[config.mk]
export PLATFORM = sky130hd
export DESIGN_NAME = source_line_feeder
export DESIGN_NICKNAME = d
export VERILOG_FILES = /design/src/rtl/assembler_constants.sv /design/src/rtl/source_line_feeder_char_classifier.sv /design/src/rtl/source_line_feeder.sv
export SDC_FILE = /design/constraint.sdc
export NUM_CORES = 1
export LEC_CHECK = 0
export CELL_PAD_IN_SITES_DETAIL_PLACEMENT = 1
export CELL_PAD_IN_SITES_GLOBAL_PLACEMENT = 1
export CORE_ASPECT_RATIO = 1.75
export CORE_UTILIZATION = 30
export CTS_CLUSTER_SIZE = 20
export DETAILED_ROUTE_END_ITERATION = 10
export GPL_TIMING_DRIVEN = 1
export PLACE_DENSITY = 0.62
export SYNTH_ARGS = -nofsm -noshare
export SYNTH_HDL_FRONTEND = slang
export SYNTH_HIERARCHICAL = 1
export SYNTH_SLANG_ARGS = --single-unit
[constraint.sdc]
create_clock -name clk_in -period 2.85 [get_ports clk_in]
set_input_delay 0.7125 -clock clk_in [delete_from_list [all_inputs] [get_ports clk_in]]
set_output_delay 0.7125 -clock clk_in [all_outputs]
set_load 0.005 [all_outputs]
[src/rtl/assembler_constants.sv]
// Shared constants and state encodings for the assembler front end.
package assembler_constants;

    // ASCII codes the feeder treats specially
    localparam logic [7:0] ASCII_LF    = 8'h0A;
    localparam logic [7:0] ASCII_CR    = 8'h0D;
    localparam logic [7:0] ASCII_TAB   = 8'h09;
    localparam logic [7:0] ASCII_SPACE = 8'h20;
    localparam logic [7:0] ASCII_HASH  = 8'h23;
    localparam logic [7:0] ASCII_SEMI  = 8'h3B;
    localparam logic [7:0] ASCII_NUL   = 8'h00;

    // Feeder control states
    typedef enum logic [2:0] {
        IDLE,
        LINE,
        COMMENT,
        WAIT_INST,
        ERROR,
        DONE
    } feeder_state_t;

    // Byte classes produced by char_classifier
    typedef enum logic [2:0] {
        CLS_CONTENT,
        CLS_SPACE,
        CLS_LF,
        CLS_CR,
        CLS_COMMENT,
        CLS_EOS
    } char_class_t;

    // What ended the current line, i.e. where to go once the parser is done
    typedef enum logic [1:0] {
        EOL_LF,
        EOL_COMMENT,
        EOL_EOS
    } eol_kind_t;

endpackage

[src/rtl/source_line_feeder_char_classifier.sv]
// Combinational byte classifier: class code plus lowercase-folded byte.
module char_classifier
    import assembler_constants::*;
(
    input  logic [7:0]  char_in,
    output char_class_t char_class,
    output logic [7:0]  char_lower
);

    // Decode the byte class and fold 'A'-'Z' to lowercase
    always_comb begin
        char_class = CLS_CONTENT;
        char_lower = char_in;
        if (char_in >= 8'h41 && char_in <= 8'h5A) begin
            char_lower = char_in + 8'h20;
        end
        case (char_in)
            ASCII_CR:                char_class = CLS_CR;
            ASCII_TAB, ASCII_SPACE:  char_class = CLS_SPACE;
            ASCII_LF:                char_class = CLS_LF;
            ASCII_HASH, ASCII_SEMI:  char_class = CLS_COMMENT;
            ASCII_NUL:               char_class = CLS_EOS;
            default:                 char_class = CLS_CONTENT;
        endcase
    end

endmodule

[src/rtl/source_line_feeder.sv]
// Source line feeder: normalises the raw source byte stream and presents
// each non-blank line to the instruction parser one character at a time.
//
// Handshake: a source byte transfers on a rising clk_in edge where
// char_valid_in && char_ready_out; char_ready_out is registered and only
// high in IDLE/LINE/COMMENT with the one-byte hold register empty.
module source_line_feeder
    import assembler_constants::*;
#(
    parameter int CHAR_PER_LINE = 64,
    parameter int LINE_W        = 16
) (
    input  logic              clk_in,
    input  logic              rst_in,
    input  logic              char_valid_in,
    input  logic [7:0]        char_in,
    output logic              char_ready_out,
    input  logic              inst_ready_in,
    input  logic              inst_error_in,
    output logic              new_line,
    output logic              new_character,
    output logic [7:0]        incoming_character,
    output logic [LINE_W-1:0] line_number,
    output logic              overflow_error,
    output logic              parse_error,
    output logic              done,
    output feeder_state_t     state_dbg
);

    localparam int CNT_W = $clog2(CHAR_PER_LINE + 1);
    localparam logic [CNT_W-1:0] CNT_MAX = CNT_W'(CHAR_PER_LINE);

    feeder_state_t     state_q, state_d;
    eol_kind_t         eol_q, eol_d;
    logic [CNT_W-1:0]  count_q, count_d;
    logic [LINE_W-1:0] line_q, line_d;
    logic              space_pending_q, space_pending_d;
    logic              hold_valid_q, hold_valid_d;
    logic [7:0]        hold_char_q, hold_char_d;
    logic              ready_q, ready_d;
    logic              new_line_q, new_line_d;
    logic              new_char_q, new_char_d;
    logic [7:0]        incoming_q, incoming_d;
    logic              overflow_q, overflow_d;
    logic              parse_err_q, parse_err_d;
    logic              done_q, done_d;

    char_class_t       cls;
    logic [7:0]        lower;
    logic              accept;
    logic              emit_req;
    logic [7:0]        emit_char;

    char_classifier u_classifier (
        .char_in    (char_in),
        .char_class (cls),
        .char_lower (lower)
    );

    assign accept = char_valid_in && ready_q;

    // Next-state and next-output decode
    always_comb begin
        state_d         = state_q;
        eol_d           = eol_q;
        count_d         = count_q;
        line_d          = line_q;
        space_pending_d = space_pending_q;
        hold_valid_d    = hold_valid_q;
        hold_char_d     = hold_char_q;
        new_line_d      = 1'b0;
        new_char_d      = 1'b0;
        incoming_d      = incoming_q;
        overflow_d      = overflow_q;
        parse_err_d     = parse_err_q;
        done_d          = done_q;
        emit_req        = 1'b0;
        emit_char       = 8'h00;

        case (state_q)
            IDLE: begin
                if (accept) begin
                    case (cls)
                        CLS_LF:      line_d = line_q + LINE_W'(1);
                        CLS_COMMENT: state_d = COMMENT;
                        CLS_EOS: begin
                            state_d = DONE;
                            done_d  = 1'b1;
                        end
                        CLS_CONTENT: begin
                            // First char is parked so new_line leads it by a cycle
                            new_line_d   = 1'b1;
                            hold_valid_d = 1'b1;
                            hold_char_d  = lower;
                            state_d      = LINE;
                        end
                        default: ;
                    endcase
                end
            end

            LINE: begin
                if (hold_valid_q) begin
                    emit_req     = 1'b1;
                    emit_char    = hold_char_q;
                    hold_valid_d = 1'b0;
                end else if (accept) begin
                    case (cls)
                        CLS_SPACE: space_pending_d = 1'b1;
                        CLS_CONTENT: begin
                            if (space_pending_q) begin
                                // Collapsed space goes out first, the char follows
                                emit_req        = 1'b1;
                                emit_char       = ASCII_SPACE;
                                hold_valid_d    = 1'b1;
                                hold_char_d     = lower;
                                space_pending_d = 1'b0;
                            end else begin
                                emit_req  = 1'b1;
                                emit_char = lower;
                            end
                        end
                        CLS_LF, CLS_COMMENT, CLS_EOS: begin
                            // Trailing whitespace is dropped with the pending flag
                            space_pending_d = 1'b0;
                            state_d         = WAIT_INST;
                            if (cls == CLS_LF) begin
                                eol_d = EOL_LF;
                            end else if (cls == CLS_COMMENT) begin
                                eol_d = EOL_COMMENT;
                            end else begin
                                eol_d = EOL_EOS;
                            end
                        end
                        default: ;
                    endcase
                end
            end

            COMMENT: begin
                if (accept) begin
                    if (cls == CLS_LF) begin
                        line_d  = line_q + LINE_W'(1);
                        state_d = IDLE;
                    end else if (cls == CLS_EOS) begin
                        state_d = DONE;
                        done_d  = 1'b1;
                    end
                end
            end

            WAIT_INST: begin
                if (inst_error_in) begin
                    parse_err_d = 1'b1;
                    state_d     = ERROR;
                end else if (inst_ready_in) begin
                    count_d = '0;
                    case (eol_q)
                        EOL_COMMENT: state_d = COMMENT;
                        EOL_EOS: begin
                            state_d = DONE;
                            done_d  = 1'b1;
                        end
                        default: begin
                            state_d = IDLE;
                            line_d  = line_q + LINE_W'(1);
                        end
                    endcase
                end
            end

            default: ;
        endcase

        // Every emitted char counts against the line limit
        if (emit_req) begin
            if (count_q == CNT_MAX) begin
                overflow_d   = 1'b1;
                state_d      = ERROR;
                hold_valid_d = 1'b0;
            end else begin
                new_char_d = 1'b1;
                incoming_d = emit_char;
                count_d    = count_q + CNT_W'(1);
            end
        end

        ready_d = ((state_d == IDLE) || (state_d == LINE) || (state_d == COMMENT))
                  && !hold_valid_d;
    end

    // State and output registers
    always_ff @(posedge clk_in) begin
        if (rst_in) begin
            state_q         <= IDLE;
            eol_q           <= EOL_LF;
            count_q         <= '0;
            line_q          <= LINE_W'(1);
            space_pending_q <= 1'b0;
            hold_valid_q    <= 1'b0;
            hold_char_q     <= 8'h00;
            ready_q         <= 1'b1;
            new_line_q      <= 1'b0;
            new_char_q      <= 1'b0;
            incoming_q      <= 8'h00;
            overflow_q      <= 1'b0;
            parse_err_q     <= 1'b0;
            done_q          <= 1'b0;
        end else begin
            state_q         <= state_d;
            eol_q           <= eol_d;
            count_q         <= count_d;
            line_q          <= line_d;
            space_pending_q <= space_pending_d;
            hold_valid_q    <= hold_valid_d;
            hold_char_q     <= hold_char_d;
            ready_q         <= ready_d;
            new_line_q      <= new_line_d;
            new_char_q      <= new_char_d;
            incoming_q      <= incoming_d;
            overflow_q      <= overflow_d;
            parse_err_q     <= parse_err_d;
            done_q          <= done_d;
        end
    end

    assign char_ready_out     = ready_q;
    assign new_line           = new_line_q;
    assign new_character      = new_char_q;
    assign incoming_character = incoming_q;
    assign line_number        = line_q;
    assign overflow_error     = overflow_q;
    assign parse_error        = parse_err_q;
    assign done               = done_q;
    assign state_dbg          = state_q;

endmodule

[After elaboration in Yosys (flattened, before gate mapping)]
Cells that the tools add are included.
Widths: inputs -> output; s select.
Operators by class
  add/subtract/negate cells: 3
  order comparisons: 2
  eq/ne operators: 32
  muxes and demuxes: 64
  bitwise logic cells: 4
  reduce and logical (&&, ||, !) cells: 30
Operator list (count)
  $mux 8: 12
  $mux 16: 5
  $mux 7: 5
  $mux 3: 11
  $pmux 16 s2: 1
  $eq 8x4->1 const B: 3
  $eq 8x6->1 const B: 3
  $ne 2x2->1 const B: 11
  $mux 1: 20
  $add 16x1->16 const B: 1
  $pmux 8 s2: 1
  $pmux 3 s5: 1
  $reduce_and 7->1: 2
  $eq 3x2->1 const B: 4
  $pmux 3 s4: 1
  $reduce_or 2->1: 6
  $eq 3x1->1 const B: 3
  $logic_not 3->1: 3
  $pmux 3 s3: 1
  $add 8x6->8 const B: 1
  $ge 8x7->1 const B: 1
  $le 8x7->1 const B: 1
  $logic_not 8->1: 1
  $reduce_and 4->1: 2
  other kinds (20): 35
Storage, ports and cells
  register bits: 52
  output and inout port bits: 33

[Logic depth before layout (Yosys ltp)]
Gate-level depths: netlist of run 1.
  depth in word-level cells: 15
  mapped depth: 12
  gate-level depth less buffers: 8

[By module]
Netlist of run 1, hierarchy kept.
By module, submodules not included
  source_line_feeder: instances 1, cells each 291, area an instance 2542.4 sq um, sequential area each 1041.0 sq um
  char_classifier: instances 1, cells each 42, area an instance 284.0 sq um, sequential area each 0.0 sq um

[Worst setup path after synthesis of run 1]
OpenSTA, ideal clock, no wires.
  kind: input port to flip-flop
  start point: in char_in[6]
  end point: reg line_q[14] (netlist: line_number[14])
  library setup time: 0.071 ns
  arrival: 2.868 ns
  required time: 2.779 ns
  path slack: -0.089 ns
  stages: 10
  buffers on the path: 3
  path through: buf_4 > or3_1 > nor3b_1 > buf_4 > inv_2 > or4b_1 > buf_2 > a21o_1 > or3_1 > a21oi_1
On the way
  longest elaborated chain between the ends: 6
Ends and longest elaborated chain
  from (decl): RTL line source_line_feeder.sv:16  | input logic [7:0] char_in,
  $eq 8x6->1 / $eq 8x4->1 (equally long branches): RTL line source_line_feeder_char_classifier.sv:17  | case (char_in)
  $reduce_or 2->1: RTL line source_line_feeder_char_classifier.sv:17
  $pmux 3 s5 (*): RTL line source_line_feeder_char_classifier.sv:17
  named net cls[1]: RTL line source_line_feeder.sv:48  | char_class_t cls;
  $eq 3x2->1 (*): RTL line source_line_feeder.sv:83, source_line_feeder.sv:142
  $ne 2x1->1 (no line) (*)
  $reduce_and 6->1 (no line) (*)
  to (signal assigned): RTL line source_line_feeder.sv:213  | line_q <= line_d;
  to (decl): RTL line source_line_feeder.sv:36  | logic [LINE_W-1:0] line_q, line_d;
The timed path passes the listed nets; every way through them passes the cells marked *.
A chain may end at the register's enable or synchronous reset.

[Worst setup path after layout of run 1]
  start point: in char_in[0]
  end point: reg line_q[14] (netlist: line_number[14])
Same word-level chain as after synthesis.

==> impl_results.md, run 1 <==
* Post-layout instance area at approximately 0.004 mm^2
* Ant. Diodes at 0
* Nature of the critical path startpoint: input pin
* Critical hold path startpoint: done$_SDFFE_PP0P_
* Worst min path class: reg2reg
* Layout area overhead at 41.8%
* Critical Path Source: char_in[0]
* Max VDD drop at approximately 250 uV
* Post-layout minimum cycle time at 2750 ps
* Clock Sink Count at 52
* Pwr dens at 446 mW/mm^2
* Outcome: complete, no violations
* GRT busiest layer: met2
* Gp weighted congestion at around 0.76
* Hold violation count in the final report at 0
* Slowest CP cell: or4b_4
* Initial antenna violation count at 0
* First-pass GRT wire length at 13.9 mm
* Most common cell after layout, fill and taps aside: dfxtp_1
* Layout Cells excl Fill at 532
* CP Max Fanout at 7
* Vias in the first global route at 2788
* TritonRoute pass-1 iters at 3
* #FFs+latches synth at 52
* Storage element area at 0.00104 mm^2
* Clock Skew at 4.04 ps
* Max-cap violation count at 0
* Worst-margin pin slew at 488 ps
* Routed Antenna Nets at 0
* Reg-to-Reg Start: state_dbg[0]$_SDFF_PP0_
* Met2 usage at approximately 35%
* Clock Path Buffers at 2
* Die width at ~75 um
* Area taken by multi-input logic gates at about 0.0017 mm^2
* Lkg Pwr at 1.45 nW
* Die area at 0.00983 mm^2
* # setup viols final at 0
* Clk root buf: clkbuf_16
* Via count at 2729
* Yosys cell types at 63
* Die height at approximately 130 um
* Overall Global Routing Usage at 18.7%
* TritonCTS clock tree: built
* Slew Limit Fails at 0
* Synthesized net count at 352
* IO Pins at 46
* Kind of critical path: in2reg
* EDFF count, synth at 0
* FFs w/ async S/R, synth at 0%
* Residual DRC at 0
* Max frequency at 364 MHz
* Vias per cell at 5.13
* Ordered cell list for the critical path: dlygate4sd2_1, buf_4, nand3_1, o22a_1, nor4_4, nor2_2, or4b_4, buf_12, a21o_1, or3_1, a21oi_1
* Commonest cells after routing, fill and taps aside: dfxtp_1, buf_4, nor2_1
* GR Util met1 at 20.1%
* Gr ovfl total at 0
* DR iter-0 viols at 80
* Core area at 0.00909 mm^2
* Placed Instances at 513
* Met3 Use GR at 2.84%
* Cts hold-fix bufs at 0
* Cell Area, Placed at 0.00363 mm^2
* Post-synthesis sequential area ratio at 36.8%
* Max_slew headroom at 67.2%
* Critical path's largest stage delay at 520 ps
* Period utilization at 96.5%
* Starting Density at 31.1%
* Layout cells sized above 1 at between 20% and 30%
* Mapped cell area at 0.00283 mm^2
* Routed wire length at about 8.5 mm
* # port buffers at 45
* RSZ-0062 raised after global routing: no
* Synth Flop Type: dfxtp_1
* Total power at between 1.5 and 2 mW
* Post-layout net count at 430
* Util after Layout at 44.1%
* Number of H-tree levels at 2
* Synthesized area per cell at roughly 8.5 um^2
* Clk_lat worst skew at 300 ps
* Dpl hpwl at 6.23 mm
* Post-Syn Instances at 333
* DR WL/cell at 15.9 um
* YS warnings at 6
* Req. time, crit path at a little over 3000 ps
* Crit end category: flop
* WP data arrival at 2980 ps
* CTS clk-pin slew, worst paths at 70 ps
* Largest net degree at the start of global routing at 30
* Cell Rows at 46
* # fillers at around 1.1k
* CTS Buf Count at 5
[what timing repair did]
action                                  in CTS  in global routing
setup buffers                               10                  0
gates resized for setup                     29                  4
cloned                                       1                  0
pin swaps                                   11                 10
endpoints found under the setup margin      45                 21
[worst max-delay path, delay by kind of cell]
| kind | cells | cell delay, ps |
|---|---|---|
| AND/OR/NAND/NOR | 5 | 1130 |
| buffers and inverters | 3 | 640 |
| AO/OA/AOI/OAI | 3 | 490 |
[cells by family after synthesis]
kind of cell    Yosys count  synth area share, %
simple gates            140                 25.8
compound gates           67                 18.4
flops                    52                 36.8
buf+inv                  40                 6.99
xor+xnor                 16                 4.96
mux                      12                 4.34
fa+ha+maj                 6                 2.66
[where the power goes]
part	leakage (nW)	switching, mW	internal [mW]
clock	0.0815	0.293	0.419
combinational	0.945	0.141	0.149
sequential	0.422	0.0291	0.757
total	1.45	0.463	1.33
[cell usage after synthesis (3+ instances only)]
cell / instances / share of area [%]
o21ai_0: 5 / 0.89
a22oi_1: 3 / 0.80
clkbuf_1: 8 / 1.1
nand3_1: 14 / 2.5
nor3_1: 16 / 2.8
dfxtp_1: 52 / 37
buf_4: 9 / 2.4
nor4_1: 4 / 0.89
a31oi_1: 3 / 0.66
inv_1: 15 / 2.0
nor2_1: 43 / 5.7
a211oi_2: 6 / 2.7
nor2b_1: 7 / 1.5
or3_1: 4 / 0.89
a221oi_1: 7 / 2.2
nand4_1: 6 / 1.3
nand2_1: 24 / 3.2
buf_2: 4 / 0.71
xnor2_1: 14 / 4.3
ha_1: 6 / 2.7
a211oi_1: 3 / 0.80
mux2i_1: 10 / 3.5
a21oi_1: 19 / 3.4
[path summary, 6_finish.rpt]
check	to	slack (ps)	depth (start not counted)
max	line_number[14]$_SDFFE_PP0P_	100	11
max reg2reg	count_q[5]$_SDFF_PP0_	740	5
min	done$_SDFFE_PP0P_	450	2
min reg2reg	done$_SDFFE_PP0P_	450	2
[metal layers]
layer  wire, um  part of all wire (%)  vias up
li1           -                     -     1339
met1       3390                    40     1349
met2       4710                    56       33
met3        232                   2.7        8
met4        127                   1.5        0
met5          0                     0        -
[stage by stage]
stage | setup WS [ps] | hold slack, ps | setup TNS [ps]
2_1_floorplan | 2.59 | 442 | 0
3_3_place_gp | -544 | 437 | -19930
3_5_place_dp | -603 | 447 | -21100
4_1_cts | 3.11 | 457 | 0
5_1_grt | 9.35 | 477 | 0
6_report | 101 | 453 | 0
[state kept, by name, summed over array words and instances (netlist names)]
register,cells
new_character,1
line_number,16
incoming_character,8
overflow_error,1
hold_char_q,8
hold_valid_q,1
parse_error,1
count_q,7
space_pending_q,1
done,1
state_dbg,3
char_ready_out,1
eol_q,2
new_line,1
[layout make-up]
cell class                 instances  area share, %
tap                              120           3.75
timing repair buffer              95           22.1
multi-input combinational        241           42.5
inverter                          16           1.50
sequential                        52           26.0
clock buffer                       6           3.22
clock inverter                     2          0.968
Note: power is estimated with default switching activity, not from simulation.
==> inputs of run 2 (changes only) <==
--- a/config.mk
+++ b/config.mk
@@ -13,6 +13,7 @@
 export DETAILED_ROUTE_END_ITERATION = 10
 export GPL_TIMING_DRIVEN = 1
 export PLACE_DENSITY = 0.62
+export SKIP_CTS_REPAIR_TIMING = 1
 export SYNTH_ARGS = -nofsm -noshare
 export SYNTH_HDL_FRONTEND = slang
 export SYNTH_HIERARCHICAL = 1
==> impl_results.md, run 2 (synthesis results as in run 1) <==
* Vias in the first global route at 2741 (-1.7%)
* Critical path buffers and inverters at 2 (-1)
* TNS Setup at 0 ps (unchanged)
* Placed Instances at 513 (unchanged)
* Dpl hpwl at 6.23 mm (unchanged)
* Storage element area at 0.00104 mm^2 (unchanged)
* TritonRoute pass-1 iters at 4 (+1)
* Max_slew headroom at 68.2% (+1.0 points)
* DR iter-0 viols at 79 (-1.3%)
* Max reg flops at 16 (unchanged)
* Most common cell after layout, fill and taps aside: dfxtp_1
* TritonCTS clock tree: built
* Commonest cells after routing, fill and taps aside: dfxtp_1, buf_4, nor2_1
* WP data arrival at 2970 ps (about the same)
* Lkg Pwr at 1.50 nW (+3.7%)
* Pwr dens at 445 mW/mm^2 (-0.26%)
* IO Pins at 46 (unchanged)
* Max frequency at 360 MHz (-0.96%)
* Worst-margin pin slew at 475 ps (-12.6 ps)
* Critical path's largest stage delay at 580 ps (+60 ps)
* Slowest CP cell: or4b_1
* Ant. Diodes at 0 (unchanged)
* Via count at 2765 (+1.3%)
* Final hold slack at 453 ps (-0.0960 ps)
* Period utilization at 97.4% (+0.93 points)
* Initial antenna violation count at 0 (unchanged)
* Largest net degree at the start of global routing at 30 (unchanged)
* Cell family with most CP delay: simple AND/OR/NAND/NOR gates
* Clk_lat worst skew at 300 ps (about the same)
* CTS clk-pin slew, worst paths at 70 ps (about the same)
* Core area at 0.00909 mm^2 (unchanged)
* Cell Rows at 46 (unchanged)
* Worst min path class: reg2reg
* Gr ovfl total at 0 (unchanged)
* # fillers at 1094 (-0.45%)
* Ordered cell list for the critical path: dlymetal6s2s_1, nor2b_1, a21oi_2, nor3b_4, buf_4, or4b_1, o21ai_4, nand4_1, o31a_1, o211a_1
* Clock Sink Count at 52 (unchanged)
* Residual DRC at 0 (unchanged)
* Layout area overhead at 42.1%
* DR WL/cell at 16.1 um (+1.1%)
* Die width at 75.4 um (unchanged)
* Routed Antenna Nets at 0 (unchanged)
* Starting Density at 31.1% (unchanged)
* Number of H-tree levels at 2 (unchanged)
* # port buffers at 45 (unchanged)
* Outcome: complete, no violations
* Max VDD drop at 245 uV (-0.43%)
* CTS Buf Count at 5 (unchanged)
* Gp weighted congestion at 0.764 (unchanged)
* # setup viols final at 0 (unchanged)
* Clk root buf: clkbuf_16
* CP Max Fanout at 5 (-2)
* Die area at 0.00983 mm^2 (unchanged)
* Overall Global Routing Usage at 18.2% (-0.56 points)
* Req. time, crit path at 3040 ps (-40 ps)
* Area taken by multi-input logic gates at 0.00168 mm^2 (-1.2%)
* Layout Cells excl Fill at 534 (+0.38%)
* Post-layout net count at 432 (+0.47%)
* Vias per cell at 5.18 (+0.94%)
* First-pass GRT wire length at 13.5 mm (-2.5%)
* Kind of critical path: in2reg
* Max-cap violation count at 0 (unchanged)
* Post-layout minimum cycle time at 2780 ps (+26.6 ps)
* Nature of the critical path startpoint: input pin
* Layout cells sized above 1 at 21.7% (-0.83 points)
* Hold violation count in the final report at 0 (unchanged)
* Clock Skew at 4.04 ps (-0.00819 ps)
* Die height at 130 um (unchanged)
* Crit end category: flop
* Clock Path Buffers at 2 (unchanged)
* Slew Limit Fails at 0 (unchanged)
* Routed wire length at 8.58 mm (+1.4%)
==> run 2: cell count changes in the layout (fill, tap and decap cells not counted), sizes merged <==
cell	change
dlygate4sd2	-6
buf	+1
clkdlybuf4s15	-1
clkbuf	+1
dlymetal6s2s	+7
==> run 2: power by group <==
part | leakage, nW | switching, mW | internal (mW)
clock | 0.0815 | 0.292 | 0.419
combinational | 0.998 | 0.139 | 0.151
sequential | 0.422 | 0.0289 | 0.757
==> run 2: cell type report <==
cell class	count	area share [%]
flip-flops and latches	52	25.9
clock buffers	6	3.21
well taps	120	3.74
multi-input cells	241	41.9
repair buffers	97	22.7
clock inverters	2	0.966
inverters	16	1.50
==> run 2: routing by layer <==
metal / global-route usage (%) / routed length [um] / share of wire (%) / vias to the layer above
li1: - / - / - / 1344
met1: 19.7 / 3400 / 40 / 1369
met2: 34.1 / 4760 / 56 / 41
met3: 2.84 / 246 / 2.9 / 11
met4: 7.08 / 166 / 1.9 / 0
met5: 0 / 0 / 0 / -
==> run 2: worst register-to-register path, stage by stage (launching register included) <==
cell and delay [ps]:
dfxtp_1 570, or4b_1 540, o21ai_4 250, nand4_1 200, o31a_1 280, o211a_1 220
==> run 2: worst paths after layout <==
| check | end | cells past startpoint | startpoint | slack, ps |
|---|---|---|---|---|
| setup / recovery | count_q[5]$_SDFF_PP0_ | 10 | char_in[0] | 70 |
| hold / removal | done$_SDFFE_PP0P_ | 2 | done$_SDFFE_PP0P_ | 450 |
| setup reg to reg | count_q[5]$_SDFF_PP0_ | 5 | state_dbg[0]$_SDFF_PP0_ | 680 |
| hold reg to reg | done$_SDFFE_PP0P_ | 2 | done$_SDFFE_PP0P_ | 450 |
==> run 2: per-stage QoR <==
stage	worst slack (ps)	cell area [um^2]	util (%)	power, mW
global placement	-544	3630	39.9	1.08
CTS	-313	3800	41.8	1.79
global route	-24.6	4020	44.2	1.86
detailed placement	-603	3630	39.9	1.08
floorplan	2.59	2840	-	0.937
finish	74.3	4020	44.2	1.79
